<file path="src/rtl/useq_sequencer.sv">
// rtl/useq_sequencer.sv - microprogram sequencer: uPC, control-store fetch, next-address select
// Drives the control unit's next-address mux and gates the control field during EXEC.
module useq_sequencer #(
  parameter int                ADDR_W     = 16,
  parameter int                JUMP_W     = 7,
  parameter int                CTRL_W     = 19,
  parameter logic [ADDR_W-1:0] START_ADDR = 16'h0000
) (
  input  logic                 clk,
  input  logic                 rst,
  input  logic                 start,
  input  logic [ADDR_W-1:0]    map_addr,
  input  logic                 z_flag,
  input  logic                 core_done,
  output logic [ADDR_W-1:0]    cs_addr,
  output logic                 cs_rd,
  input  logic [13+CTRL_W-1:0] cs_data,
  output logic [1:0]           mux_sel,
  output logic [ADDR_W-1:0]    inc_addr,
  output logic [JUMP_W-1:0]    jump_addr,
  output logic [CTRL_W-1:0]    ctrl,
  output logic                 busy,
  output logic                 done
);

  localparam int IW = 13 + CTRL_W;

  typedef enum logic [1:0] {
    S_IDLE  = 2'd0,
    S_FETCH = 2'd1,
    S_EXEC  = 2'd2,
    S_DONE  = 2'd3
  } state_t;

  state_t            state_q, state_d;
  logic [ADDR_W-1:0] upc_q, upc_d;
  logic [IW-1:0]     ir_q;
  logic              first_q;

  // The ROM word is only guaranteed on the first EXEC cycle; a wait-stall replays the captured copy.
  logic [IW-1:0]     instr;
  logic [1:0]        f_nsel;
  logic [1:0]        f_cond;
  logic [JUMP_W-1:0] f_jump;
  logic              f_halt;
  logic              f_wait;
  logic [CTRL_W-1:0] f_ctrl;
  logic              cond_true;
  logic [1:0]        sel;
  logic [ADDR_W-1:0] next_addr;

  assign instr  = first_q ? cs_data : ir_q;
  assign f_nsel = instr[1:0];
  assign f_cond = instr[3:2];
  assign f_jump = instr[4 +: JUMP_W];
  assign f_halt = instr[11];
  assign f_wait = instr[12];
  assign f_ctrl = instr[13 +: CTRL_W];

  always_comb begin
    cond_true = 1'b1;
    case (f_cond)
      2'd0:    cond_true = 1'b1;
      2'd1:    cond_true = z_flag;
      2'd2:    cond_true = ~z_flag;
      default: cond_true = core_done;
    endcase
  end

  always_comb begin
    sel = 2'd0;
    if (state_q == S_EXEC) begin
      case (f_nsel)
        2'd0:    sel = 2'd0;
        2'd1:    sel = 2'd1;
        2'd2:    sel = 2'd2;
        default: sel = cond_true ? 2'd1 : 2'd0;
      endcase
    end
  end

  assign inc_addr = upc_q + ADDR_W'(1);

  always_comb begin
    next_addr = inc_addr;
    case (sel)
      2'd1:    next_addr = {{(ADDR_W-JUMP_W){1'b0}}, f_jump};
      2'd2:    next_addr = map_addr;
      default: next_addr = inc_addr;
    endcase
  end

  always_comb begin
    state_d = state_q;
    upc_d   = upc_q;
    cs_rd   = 1'b0;
    ctrl    = '0;
    case (state_q)
      S_IDLE: begin
        if (start) begin
          upc_d   = START_ADDR;
          state_d = S_FETCH;
        end
      end
      S_FETCH: begin
        cs_rd   = 1'b1;
        state_d = S_EXEC;
      end
      S_EXEC: begin
        ctrl = f_ctrl;
        if (f_wait && !cond_true) begin
          state_d = S_EXEC;
        end else if (f_halt) begin
          state_d = S_DONE;
        end else begin
          upc_d   = next_addr;
          state_d = S_FETCH;
        end
      end
      default: begin
        state_d = S_IDLE;
      end
    endcase
  end

  assign cs_addr   = upc_q;
  assign mux_sel   = sel;
  assign jump_addr = f_jump;
  assign busy      = (state_q != S_IDLE);
  assign done      = (state_q == S_DONE);

  always_ff @(posedge clk) begin
    if (rst) begin
      state_q <= S_IDLE;
      upc_q   <= START_ADDR;
      ir_q    <= '0;
      first_q <= 1'b0;
    end else begin
      state_q <= state_d;
      upc_q   <= upc_d;
      first_q <= (state_q == S_FETCH);
      if (state_q == S_EXEC) begin
        ir_q <= instr;
      end
    end
  end

endmodule

</file>
<file path="config.mk">
export PLATFORM = sky130hd
export DESIGN_NAME = useq_sequencer
export DESIGN_NICKNAME = d
export VERILOG_FILES = /design/src/rtl/useq_sequencer.sv
export SDC_FILE = /design/constraint.sdc
export NUM_CORES = 1
export LEC_CHECK = 0
export CORE_MARGIN = 5
export CORE_UTILIZATION = 60
export CTS_CLUSTER_SIZE = 10
export DETAILED_ROUTE_END_ITERATION = 10
export DONT_BUFFER_PORTS = 1
export PLACE_DENSITY = 0.75
export SLEW_MARGIN = 20
export SYNTH_ARGS = -nofsm -noshare
export SYNTH_HDL_FRONTEND = slang
export SYNTH_SLANG_ARGS = --single-unit
</file>
<file path="constraint.sdc">
create_clock -name clk -period 3.83 [get_ports clk]
set_clock_uncertainty 0.2 [all_clocks]
set_input_delay 0.383 -clock clk [delete_from_list [all_inputs] [get_ports clk]]
set_output_delay 0.383 -clock clk [all_outputs]
set_load 0.02 [all_outputs]
</file>
# After elaboration in Yosys (flattened, before gate mapping)
# Index checks and enable logic that the tools add are counted.
# word_totals
output_inout_bits,63
register_bits,51
# op_classes
bitwise_logic,1
eq_ne,12
reduce_logical,8
addsub,1
mux,16
# op_table
cell,n
$pmux 16 s2,2
$mux 16,3
$mux 32,1
$mux 19,1
$add 16x1->16 const B,1
$pmux 2 s3,2
$eq 2x2->1 const B,5
$eq 2x1->1 const B,4
$mux 2,4
$logic_not 2->1,3
$ne 2x2->1 const B,3
$reduce_and 4->1,1
$reduce_bool 2->1,2
$pmux 1 s3,1
$mux 1,2
$logic_and 1x1->1,1
$logic_not 1->1,1
$not 1->1,1

# Depth between registers and ports, before layout
# Gate-level depths: netlist of run 1.
# logic_depth
depth_word,11
ltp_mapped,13

# Worst setup path after synthesis of run 1
# Ideal clock, no wire load.
# synth_timing
path_type,reg2reg
from,register first_q
to,"register upc_q[8], in the netlist cs_addr[8]"
path_slack_ns,0.898
t_arrival_ns,2.674
required_time_ns,3.572
path_stages_with_launch,12
setup_time_ns,0.058
path_cell_list,dfxtp_1 -> buf_6 -> clkbuf_1 -> buf_2 -> nor3b_1 -> o21ai_0 -> inv_1 -> ha_1 -> nand2_1 -> a2111oi_4 -> a21o_1 -> a21o_1
# synth_rtl
item,line_no,source
"start, declared",38,logic first_q;
"start signal, assigned",141,first_q <= (state_q == S_FETCH);
$mux 32 *,52,assign instr = first_q ? cs_data : ir_q;
"$eq 2x2->1, or another cell as far along",73,case (f_nsel)
$pmux 2 s3 *,73,
$mux 2 *,72,if (state_q == S_EXEC) begin
via mux_sel[1],18,"output logic [1:0] mux_sel,"
$eq 2x2->1 or $eq 2x1->1 (tied branches),86,case (sel)
$pmux 16 s2 *,86,
$mux 16 *,113,end else if (f_halt) begin
$mux 16 *,111,if (f_wait && !cond_true) begin
$pmux 16 s2 *,98,case (state_q)
"end signal, assigned",140,upc_q <= upc_d;
"end, declared",36,"logic [ADDR_W-1:0] upc_q, upc_d;"
# Mark *: on every way through the listed nets, which the timed path passes. The rest lies on a longest branch. The select of a mux whose other input is x is not followed.
# A chain may end at the register's enable or synchronous reset.

# Worst setup path after layout of run 1
# layout_timing
from,"register upc_q[0], in the netlist cs_addr[0]"
to,output inc_addr[14]
# layout_between
elab_chain_cells,1
# layout_rtl
item,line_no,source
$add 16x1->16,82,assign inc_addr = upc_q + ADDR_W'(1);
"end, declared",19,"output logic [ADDR_W-1:0] inc_addr,"
# Every way passes these cells.

==> results.yml, run 1 <==
cts:
  htreeDepth: 2
  path_clk_slew_ns: 0.09
  cts_tree: "built"
  cts_setup_buffers: 0
  clockRootBuffer: "clkbuf_8"
  clock_latency_ns: 0.30
  cts_sinks: 51
  numCtsBuffers: 5
  postCtsResizedCells: 0
  clk_path_buf_depth: 2
layout:
  diodes: 0
  area_growth_pct: 4.092
  finalNonFillerCells: 439
  final_nets: 427
  most-common-layout-cells: "nand2_1 (67), dfxtp_1 (50), nor2_1 (46)"
  final_common_cell: "nand2_1"
  nFillCells: 427
  final_util_pct: 65.18
  drive_gt1_share_pct: 8.333
sta:
  finalMaxSlewViolations: 0
  finalCritPeriodShare_pct: 82.89
  setup_ws_ns: 0.6551
  final-setup-viol-count: 0
  rsz0062_at_grt: "false"
  hold_viol: 0
  finalSetupTns_ns: 0
  worst_slew_pin_slew_ns: 0.8895
  fmax_mhz: 315.0
  period_needed_ns: 3.175
  maxSlewHeadroom_pct: 40.70
floorplan:
  design.core.area_um2: 4786
  initial_core_util_pct: 62.61
  dieArea_um2: 6508
  fp.dieW_um: 80.67
  pin_count: 116
  rows: 25
  die-height_um: 80.67
hold_path:
  hold_path.class: "in -> reg"
  hp-start: "cs_data[1]"
detailed_routing:
  antenna_left: 0
  drc_errors: 0
  avgViaCountPerCell: 6.075
  wl_per_cell_um: 17.72
  vias: 2667
  drt_iter0_drc: 200
  dr.pass1.iters: 4
  wl_um: 7779
critical_path:
  arrival_ns: 2.59
  cp.required_ns: 3.25
  startpoint: "cs_addr[0]"
  crit_family: "simple AND/OR/NAND/NOR gates"
  path_buf_inv: 0
  timing.rr.start: "ir_q[2]"
  critPathCaptureType: "primary output"
  critPathKind: "reg -> out"
  worstPathCellList: "ha_1, nand3_2, or4b_2, xnor2_1"
  cp_max_fo: 9
  startpoint_type: "flip-flop"
  cpMaxStageDelayCell: "or4b_2"
  slowest_delay_ns: 0.79
power_and_ir_drop:
  power-per-cell-area_nw_per_um2: 322.2
  max-vdd-ir-drop_mv: 0.2362
  p_leak_nw: 1.008
logic_synthesis:
  avgSynthCellArea_um2: 7.804
  async_flop_share_pct: 0
  synth_edf_count: 0
  ys_types: 52
  yosys_warnings: 0
  netlist_instances: 384
  syn-cell-area_um2: 2997
  postSynthNetCount: 440
  ys_ff_latch: 51
  ys_seq_area_share_pct: 34.07
  ys.flop_type: "dfxtp_1"
place:
  dp_slack_ns: 0.8137
  port_buffers: 0
  place_congestion: 0.7867
  dp_hpwl_um: 5442
  dp_cells: 426
global_routing:
  grt_antenna_before_repair: 0
  grt_max_degree: 38
  grt_pass1_wl_um: 12210
  grt-ovfl-total: 0
  track_usage_pct: 23.48
  grt_pass1_vias: 2581
run_status:
  status: "finished, final reports clean"
run:
  cap_violations: 0
## worst paths after layout
check / endpoint / cells after the start / slack [ns]
setup / recovery: inc_addr[14] / 4 / 0.66
hold / removal: ir_q[1] / 2 / 0.008
setup reg to reg: cs_addr[4] / 8 / 0.89
hold reg to reg: ir_q[12] / 2 / 0.26
## report_power, final
part | switching [mW] | internal (mW) | total, mW
Clock | 0.177 | 0.165 | 0.343
Sequential | 0.0102 | 0.539 | 0.550
Combinational | 0.0710 | 0.0415 | 0.113
## stage by stage
| step | hold slack [ns] | instance area (um2) | power [mW] |
|---|---|---|---|
| 3_5_place_dp | 0.2396 | 2959 | 0.6622 |
| 6_report | 0.008200 | 3119 | 1.005 |
| 2_1_floorplan | 0.2322 | 2997 | 0.6593 |
| 4_1_cts | 0.003304 | 3079 | 1.007 |
| 5_1_grt | 0.003738 | 3119 | 1.044 |
| 3_3_place_gp | 0.2322 | 2959 | 0.6601 |
## timing repair
item,4_1_cts,5_1_grt
endpoints found under the hold margin,37,4
endpoints found under the setup margin,0,0
hold buffers,1,4
## metal layers
layer | track usage [%] | vias to the layer above | part of all wire, %
met1 | 30.64 | 1257 | 43
met3 | 6.054 | 7 | 8.6
met5 | 0 | - | 0
li1 | - | 1304 | -
met2 | 38.82 | 99 | 48
met4 | 5.236 | 0 | 0.59
## state kept, by name, summed over array words and instances, names as in the netlist
register / flops
state_q: 2
ir_q: 32
first_q: 1
cs_addr: 16
## cell usage after synthesis (all sizes together), types with 2 or more instances
| master | n | area, um2 |
|---|---|---|
| nand3b | 2 | 15.01 |
| dfxtp | 51 | 1021 |
| nor2b | 4 | 25.02 |
| and3 | 2 | 12.51 |
| a32oi | 4 | 35.03 |
| a211oi | 3 | 27.52 |
| nand2 | 67 | 251.5 |
| nor3 | 11 | 55.05 |
| nand4b | 2 | 17.52 |
| nand4 | 2 | 12.51 |
| and4 | 2 | 17.52 |
| nor4 | 3 | 18.77 |
| o211ai | 2 | 15.01 |
| a22oi | 8 | 60.06 |
| a21oi | 36 | 180.2 |
| nand3 | 5 | 30.03 |
| nor3b | 2 | 15.01 |
| ha | 3 | 37.54 |
| a21o | 3 | 22.52 |
| xor2 | 4 | 35.03 |
| nor2 | 46 | 172.7 |
| mux2 | 10 | 112.6 |
| buf | 14 | 103.9 |
| or2 | 2 | 12.51 |
| nand2b | 4 | 25.02 |
| a221o | 3 | 30.03 |
| clkbuf | 17 | 63.81 |
| xnor2 | 8 | 70.07 |
| o21ai | 9 | 45.04 |
| a2111oi | 2 | 36.29 |
| and2 | 3 | 18.77 |
| inv | 13 | 48.80 |
| mux2i | 22 | 220.2 |
| o22ai | 5 | 31.28 |
## cell type report
cell class              count  area (um2)  share of cell area (%)
multi-input cells         289        1759                   56.40
flip-flops and latches     51        1022                   32.77
clock buffers               8       100.1                   3.209
inverters                  13       48.80                   1.564
well taps                  67       83.83                   2.688
repair buffers             11       105.1                   3.369
## logic make-up (layout without fill, tap and decap cells)
kind of cell	Yosys count	in the layout	share of synthesized area, %
DFF	51	51	34.07
buffers and inverters	44	32	7.223
AOI/OAI and AO/OA	81	81	17.91
and+or+nand+nor	160	160	24.18
muxes	33	33	11.86
adders and majority gates	3	3	1.253
xor gates and xnor gates	12	12	3.507
No activity file was read; power rests on OpenSTA's default activity.
==> run 2: changes to the inputs <==
Settings changed: CORE_UTILIZATION 60 to 57, PLACE_DENSITY 0.75 to 0.74.
Clock period 3.83 ns to 2.7 ns, I/O delays scaled along.
==> results.yml, run 2 (synthesis results as in run 1) <==
power_and_ir_drop:
  max-vdd-ir-drop_mv: 0.2837
  p_switching_mw: 0.4013
  power-per-cell-area_nw_per_um2: 395.8
  p_clk_share_pct: 31.9
  p_sw_share_pct: 27.72
  seq_power_share_pct: 53.8
  pwr-share-comb_pct: 14.3
  intPower_mw: 1.046
  p_total_mw: 1.448
  p_leak_nw: 1.283
critical_path:
  worstPathCellList: "nand3_2, or4b_2, xnor2_1, buf_4"
  path_buf_inv: 1
  cp.required_ns: 2.23
  crit_family: "simple AND/OR/NAND/NOR gates"
  critPathCaptureType: "primary output"
  startpoint_type: "flip-flop"
  slowest_delay_ns: 0.76
  cpMaxStageDelayCell: "or4b_2"
  cp_max_fo: 6
  arrival_ns: 2.13
  critPathKind: "reg -> out"
global_routing:
  busiest_layer: "met2"
  grt_max_degree: 38
  met2_usage_pct: 41.51
  met1_usage_pct: 31.93
  grt_pass1_vias: 2733
  grt-ovfl-total: 0
  track_usage_pct: 25.11
  grt_pass1_wl_um: 13250
  grt_antenna_before_repair: 0
  met3_usage_pct: 7.158
cts:
  cts_sinks: 51
  numCtsBuffers: 5
  path_clk_slew_ns: 0.10
  clk_path_buf_depth: 2
  htreeDepth: 2
  clockRootBuffer: "clkbuf_8"
  cts_tree: "built"
  clock_latency_ns: 0.32
floorplan:
  rows: 26
  die-height_um: 82.51
  initial_core_util_pct: 58.67
  dieArea_um2: 6807
  pin_count: 116
  design.core.area_um2: 5107
  fp.dieW_um: 82.51
layout:
  final-seq-area_um2: 1025
  multiInputGateArea_um2: 1777
  final_nets: 486
  diodes: 0
  top_register: "ir_q"
  drive_gt1_share_pct: 15.31
  area_growth_pct: 22.05
  final_common_cell: "nand2_1"
  largest_register_ffs: 32
  nFillCells: 416
  most-common-layout-cells: "nand2_1 (67), dfxtp_1 (48), nor2_1 (46)"
  fin_area_um2: 3657
sta:
  hold_viol: 0
  finalMaxSlewViolations: 0
  finalCritPeriodShare_pct: 96.12
  worst_slew_pin_slew_ns: 0.7986
  maxSlewHeadroom_pct: 46.63
  final-setup-viol-count: 0
  fmax_mhz: 385.3
  period_needed_ns: 2.595
detailed_routing:
  dr.pass1.iters: 4
  wl_um: 8533
  wl_per_cell_um: 17.03
  drc_errors: 0
  avgViaCountPerCell: 5.800
  antenna_left: 0
  vias: 2906
  drt_iter0_drc: 152
place:
  port_buffers: 0
  place_area_um2: 3173
  dp_hpwl_um: 5891
  place_congestion: 0.9429
hold_path:
  hold_path.class: "in -> reg"
run_status:
  status: "finished, final reports clean"
run:
  cap_violations: 0
==> run 2: cell type report <==
class / count / area share, %
Tap cell: 70 / 2.395
Multi-Input combinational cell: 289 / 48.58
Clock buffer: 5 / 1.882
Inverter: 13 / 1.334
Timing Repair Buffer: 70 / 17.17
Sequential cell: 51 / 28.02
Clock inverter: 3 / 0.6158
==> run 2: routing by layer <==
layer,wire (um),vias up
met3,766,10
met4,104,0
met2,4075,109
met1,3586,1374
li1,-,1413
met5,0,-
==> run 2: metrics by stage <==
stage               cells    TNS, ns  setup slack [ns]  hold slack (ns)  utilization (%)
detailed placement    457          0           0.02175           0.1418            62.13
floorplan             384          0           0.03104           0.2060                -
global route          501  -0.003883         -0.003076          0.01842            71.61
finish                501          0            0.1047          0.02178            71.61
global placement      457          0           0.09173           0.1428            62.13
CTS                   499          0           0.07734          0.02458            71.04
==> run 2: what timing repair did <==
action                                 4_1_cts  5_1_grt
resized for setup                            2        4
endpoints found under the hold margin       44        0
setup endpoints to repair                    2        8
cloned                                       0        0
hold buffers                                34        0
pin swaps                                    0        3
setup buffers                                0        2
==> run 2: power groups by stage <==
stage               clock, mW  sequential, mW  combinational [mW]
detailed placement          0           0.796               0.152
global route            0.499           0.782               0.224
global placement            0           0.795               0.149
CTS                     0.472           0.779               0.203
floorplan                   0           0.793               0.143
finish                  0.462           0.779               0.207
==> run 2: worst paths after layout <==
| check | endpoint | slack [ns] | from | depth (start not counted) |
|---|---|---|---|---|
| min | ir_q[3] | 0.02 | rst | 2 |
| max reg2reg | cs_addr[10] | 0.11 | ir_q[3] | 9 |
| max | inc_addr[14] | 0.10 | cs_addr[3] | 4 |
| min reg2reg | ir_q[13] | 0.26 | ir_q[13] | 2 |
